--- config.mk ---
export PLATFORM = sky130hd
export DESIGN_NAME = uart_rx
export DESIGN_NICKNAME = d
export VERILOG_FILES = /design/src/rtl/uart_rx.sv
export SDC_FILE = /design/constraint.sdc
export NUM_CORES = 1
export LEC_CHECK = 0
export CORE_MARGIN = 1
export CORE_UTILIZATION = 25
export CTS_BUF_LIST = sky130_fd_sc_hd__clkbuf_2
export DETAILED_ROUTE_END_ITERATION = 8
export SLEW_MARGIN = 10
export SYNTH_ARGS = -nofsm -noshare
export SYNTH_HDL_FRONTEND = slang
export SYNTH_SLANG_ARGS = --single-unit
--- constraint.sdc ---
create_clock -name i_clk -period 1.8 [get_ports i_clk]
set_clock_uncertainty 0.2 [all_clocks]
set_input_delay 0.36 -clock i_clk [delete_from_list [all_inputs] [get_ports i_clk]]
set_output_delay 0.36 -clock i_clk [all_outputs]
set_load 0.02 [all_outputs]
--- src/rtl/uart_rx.sv ---
// Oversampling UART receiver: start-bit validation at mid-bit, LSB-first data,
// stop-bit check, and a one-entry valid/ready output register with overrun flag.
module uart_rx #(
    parameter int OverSample = 8,
    parameter int DataBits   = 8
) (
    input  logic                i_clk,
    input  logic                i_rst_n,
    input  logic                i_baud_clk,
    input  logic                i_rx,
    output logic [DataBits-1:0] o_data,
    output logic                o_valid,
    input  logic                i_ready,
    output logic                o_busy,
    output logic                o_frame_err,
    output logic                o_overrun
);

    localparam int CntW = $clog2(OverSample);
    localparam int IdxW = $clog2(DataBits + 1);

    localparam logic [CntW-1:0] CntHalf = CntW'(OverSample / 2 - 1);
    localparam logic [CntW-1:0] CntLast = CntW'(OverSample - 1);
    localparam logic [IdxW-1:0] IdxLast = IdxW'(DataBits - 1);

    typedef enum logic [1:0] {
        IDLE,
        START,
        DATA,
        STOP
    } state_t;

    state_t              r_state;
    state_t              w_state_next;
    logic [CntW-1:0]     r_cnt;
    logic [CntW-1:0]     w_cnt_next;
    logic [IdxW-1:0]     r_idx;
    logic [IdxW-1:0]     w_idx_next;
    logic [DataBits-1:0] r_shift;
    logic [DataBits-1:0] w_shift_next;
    logic [DataBits:0]   w_shift_cat;

    logic                r_rx_meta;
    logic                r_rx_s;
    logic                r_baud_prev;
    logic                w_tick;
    logic                w_done;
    logic                w_ferr;

    logic [DataBits-1:0] r_data;
    logic                r_valid;
    logic                r_frame_err;
    logic                r_overrun;

    always_ff @(posedge i_clk or negedge i_rst_n) begin
        if (!i_rst_n) begin
            r_rx_meta   <= 1'b1;
            r_rx_s      <= 1'b1;
            r_baud_prev <= 1'b0;
        end else begin
            r_rx_meta   <= i_rx;
            r_rx_s      <= r_rx_meta;
            r_baud_prev <= i_baud_clk;
        end
    end

    assign w_tick = i_baud_clk & ~r_baud_prev;

    // New sample enters at the MSB so the first bit received ends up at bit 0.
    assign w_shift_cat = {r_rx_s, r_shift};

    always_comb begin
        w_state_next = r_state;
        w_cnt_next   = r_cnt;
        w_idx_next   = r_idx;
        w_shift_next = r_shift;
        w_done       = 1'b0;
        w_ferr       = 1'b0;
        if (w_tick) begin
            case (r_state)
                IDLE: begin
                    if (!r_rx_s) begin
                        w_state_next = START;
                        w_cnt_next   = '0;
                    end
                end
                START: begin
                    if (r_cnt == CntHalf) begin
                        w_cnt_next = '0;
                        if (!r_rx_s) begin
                            w_state_next = DATA;
                            w_idx_next   = '0;
                        end else begin
                            w_state_next = IDLE;
                        end
                    end else begin
                        w_cnt_next = r_cnt + 1'b1;
                    end
                end
                DATA: begin
                    if (r_cnt == CntLast) begin
                        w_shift_next = w_shift_cat[DataBits:1];
                        w_cnt_next   = '0;
                        w_idx_next   = r_idx + 1'b1;
                        if (r_idx == IdxLast) begin
                            w_state_next = STOP;
                        end
                    end else begin
                        w_cnt_next = r_cnt + 1'b1;
                    end
                end
                STOP: begin
                    if (r_cnt == CntLast) begin
                        w_state_next = IDLE;
                        w_cnt_next   = '0;
                        w_done       = r_rx_s;
                        w_ferr       = ~r_rx_s;
                    end else begin
                        w_cnt_next = r_cnt + 1'b1;
                    end
                end
                default: begin
                    w_state_next = IDLE;
                    w_cnt_next   = '0;
                end
            endcase
        end
    end

    always_ff @(posedge i_clk or negedge i_rst_n) begin
        if (!i_rst_n) begin
            r_state <= IDLE;
            r_cnt   <= '0;
            r_idx   <= '0;
            r_shift <= '0;
        end else begin
            r_state <= w_state_next;
            r_cnt   <= w_cnt_next;
            r_idx   <= w_idx_next;
            r_shift <= w_shift_next;
        end
    end

    // A completing byte may replace a pending one only if it is consumed this same cycle.
    always_ff @(posedge i_clk or negedge i_rst_n) begin
        if (!i_rst_n) begin
            r_data      <= '0;
            r_valid     <= 1'b0;
            r_frame_err <= 1'b0;
            r_overrun   <= 1'b0;
        end else begin
            r_frame_err <= w_ferr;
            if (w_done) begin
                if (!r_valid || i_ready) begin
                    r_data  <= w_shift_next;
                    r_valid <= 1'b1;
                end else begin
                    r_overrun <= 1'b1;
                end
            end else if (r_valid && i_ready) begin
                r_valid <= 1'b0;
            end
        end
    end

    assign o_data      = r_data;
    assign o_valid     = r_valid;
    assign o_frame_err = r_frame_err;
    assign o_overrun   = r_overrun;
    assign o_busy      = (r_state != IDLE);

endmodule
==> results.md <==
- Pwr Density: 915.0 nW/um^2
- Final wirelength: 2.618 mm
- Status: finished with violations
- Area leader, netlist: dfrtp_1
- TritonCTS clock tree: built
- Die width: 77.80 um
- Crit path time final: 2.001 ns
- Worst Hold Class: input pin to async pin
- Post-Syn Area: 1436 um^2
- Post-synthesis cell type count: 34
- CTS clock-pin slew for the worst setup and hold paths: 0.16 ns
- Critical path class: flop to flop
- Starting Density: 26.08%
- CP startpoint kind: flop
- Ys async rst share: 100.0%
- Final number of setup-violating endpoints: 8
- Post-synth EDFFs: 0
- Worst Setup End Kind: flop
- Final period utilization: 111.1%
- Detailed-route via count: 972
- Area grow syn2layout: 35.54%
- Slew headroom: 81.26%
- H-tree Lvls: 2
- Dpl cells: 212
- Final ANT Viol Nets: 0
- I/O Buffers: 16
- Gr usage total: 9.626%
- Warnings from Yosys: 0
- Core box area: 5507 um^2
- Hold-fix buffers at CTS: 0
- DR pass1 iterations: 4
- Sequential share of the synthesized area: 54.18%
- Grt ovf: 0
- Largest cells by area after synthesis: dfrtp_1, mux2_4, dfstp_2, ha_1, nand2b_1
- Most frequent cells after synthesis: dfrtp_1, mux2_4, inv_1
- DIE HEIGHT: 77.80 um
- Mapped Cells: 106
- First-pass GRT wire length: 4.554 mm
- # rows: 27
- Seq cells post-synth: 31
- CTS Buffer Depth: 2
- Synth top area share: 50.52%
- Die area: 6053 um^2
- Io pins: 17
- CP required: 1.85 ns
- Pin count of the biggest net entering global routing: 32
- Drt drc: 0
- Unrepaired setup endpoints after global routing: true
- Initial antenna violation count: 0
- Crit path DAT: 2.05 ns
- Mean post-synth cell area: 13.55 um^2
- Worst slew pin tran: 0.2775 ns
- F_max: 499.8 MHz
- Leak: 0.9685 nW
- Final setup margin: -0.2006 ns
- Most common cell in the synthesized netlist: dfrtp_1
- Number of global-route vias before repair: 1031
- Crit path max fanout: 9
- Number of max-slew violations in the final report: 0
- DRT iter0 DRCs: 18
- Layout cells sized above 1: 41.06%
- Synthesized Nets: 115
- Gpl congestion: 0.8099
- Max Cap Violations: 0
- Vias/cell: 4.359
- WL/cell: 11.74 um
- HPWL Detailed: 1.879 mm
- Top_reg_cell synth: dfrtp_1
- Final #Nets: 160
- CTS buffer count: 5
- Design Power: 1.781 mW
- Clk sink count: 31
- Clk root buf: clkbuf_2
- Antenna cells: 0
- Final hold viol count: 0
- Peak supply drop: 535.4 uV
- Violated checks: setup timing
- Clk_lat worst skew: 0.35 ns
- Layout Cells excl Fill: 223
==> metrics by stage <==
step | cell area, um^2 | setup slack [ns] | TNS [ns] | hold slack (ns) | utilization (%)
2_1_floorplan | 1449 | -0.1659 | -1.327 | -0.1356 | -
3_3_place_gp | 1869 | -0.5499 | -7.468 | 0.1470 | 33.95
3_5_place_dp | 1869 | -0.5674 | -7.888 | 0.1500 | 33.95
4_1_cts | 1899 | -0.2138 | -1.625 | 0.1356 | 34.49
5_1_grt | 1947 | -0.2420 | -1.992 | 0.1252 | 35.36
6_report | 1947 | -0.2006 | -1.542 | 0.1506 | 35.36
==> metal layers <==
layer | up-vias | wire [um] | share of wire, % | track usage, %
met4 | 0 | 23 | 0.88 | 3.585
met3 | 5 | 109 | 4.2 | 3.647
li1 | 466 | - | - | -
met2 | 19 | 1290 | 49 | 16.19
met1 | 482 | 1194 | 46 | 11.03
met5 | - | 0 | 0 | 0
==> report_power, final <==
part / leakage (nW) / switching [mW] / total, mW / internal [mW]
clock: 0.0262 / 0.225 / 0.307 / 0.0821
combinational: 0.533 / 0.282 / 0.639 / 0.357
sequential: 0.409 / 0.0654 / 0.835 / 0.770
==> critical path, stage by stage, from the launching register on <==
cell and delay, ns:
dfrtp_1 0.42, ha_4 0.15, and4b_4 0.25, nor2b_4 0.16, buf_12 0.14, mux2_4 0.31
mux2_4 0.27
==> worst paths after layout <==
| path | startpoint | end | slack, ns | cells after the start |
|---|---|---|---|---|
| worst min register to register | r_rx_meta | r_rx_s | 0.17 | 0 |
| worst min-delay path | i_rst_n | o_data[1] | 0.15 | 2 |
| worst max register to register | r_cnt[1] | o_data[5] | -0.20 | 6 |
| worst max-delay path | r_cnt[1] | o_data[5] | -0.20 | 6 |
| max in group asynchronous | i_rst_n | r_rx_meta | 0.99 | 2 |
| min in group i_clk | r_rx_meta | r_rx_s | 0.17 | 0 |
==> layout make-up <==
cell class / instances / area [um^2]
tap: 72 / 90.09
inverter: 6 / 22.52
clock inverter: 2 / 8.758
clock buffer: 5 / 25.02
timing repair buffer: 42 / 387.9
sequential: 31 / 779.5
multi-input combinational: 65 / 633.1
fill: 536 / 3560
==> state kept, by name (all words and copies together), names as in the netlist, named ones only <==
signal	cells
r_shift	8
r_rx_meta	1
r_baud_prev	1
r_state	1
o_valid	1
o_overrun	1
r_idx	4
o_frame_err	1
r_rx_s	1
r_cnt	3
o_data	8
==> logic make-up after synthesis <==
family | Yosys count | synth area share (%)
compound gates | 15 | 7.057
fa+ha+maj | 4 | 3.484
buf+inv | 10 | 3.833
flops | 31 | 54.18
mux | 19 | 18.99
simple gates | 27 | 12.46
==> cells in the final DEF, fill, tap and decap left out, types with 4 or more instances in the layout <==
cell type	n
nand2b_1	5
clkdlybuf4s50_1	4
nand2_1	4
inv_1	5
dlygate4sd2_1	11
buf_4	21
mux2_4	17
nand3_1	4
dfrtp_1	28
clkbuf_2	5
==> repair_timing <==
action                     4_1_cts  5_1_grt
resized for setup               17        8
buffers inserted                 1        3
pin swaps                        0        1
setup endpoints to repair       20       12
(Power assumes the default switching activity.)
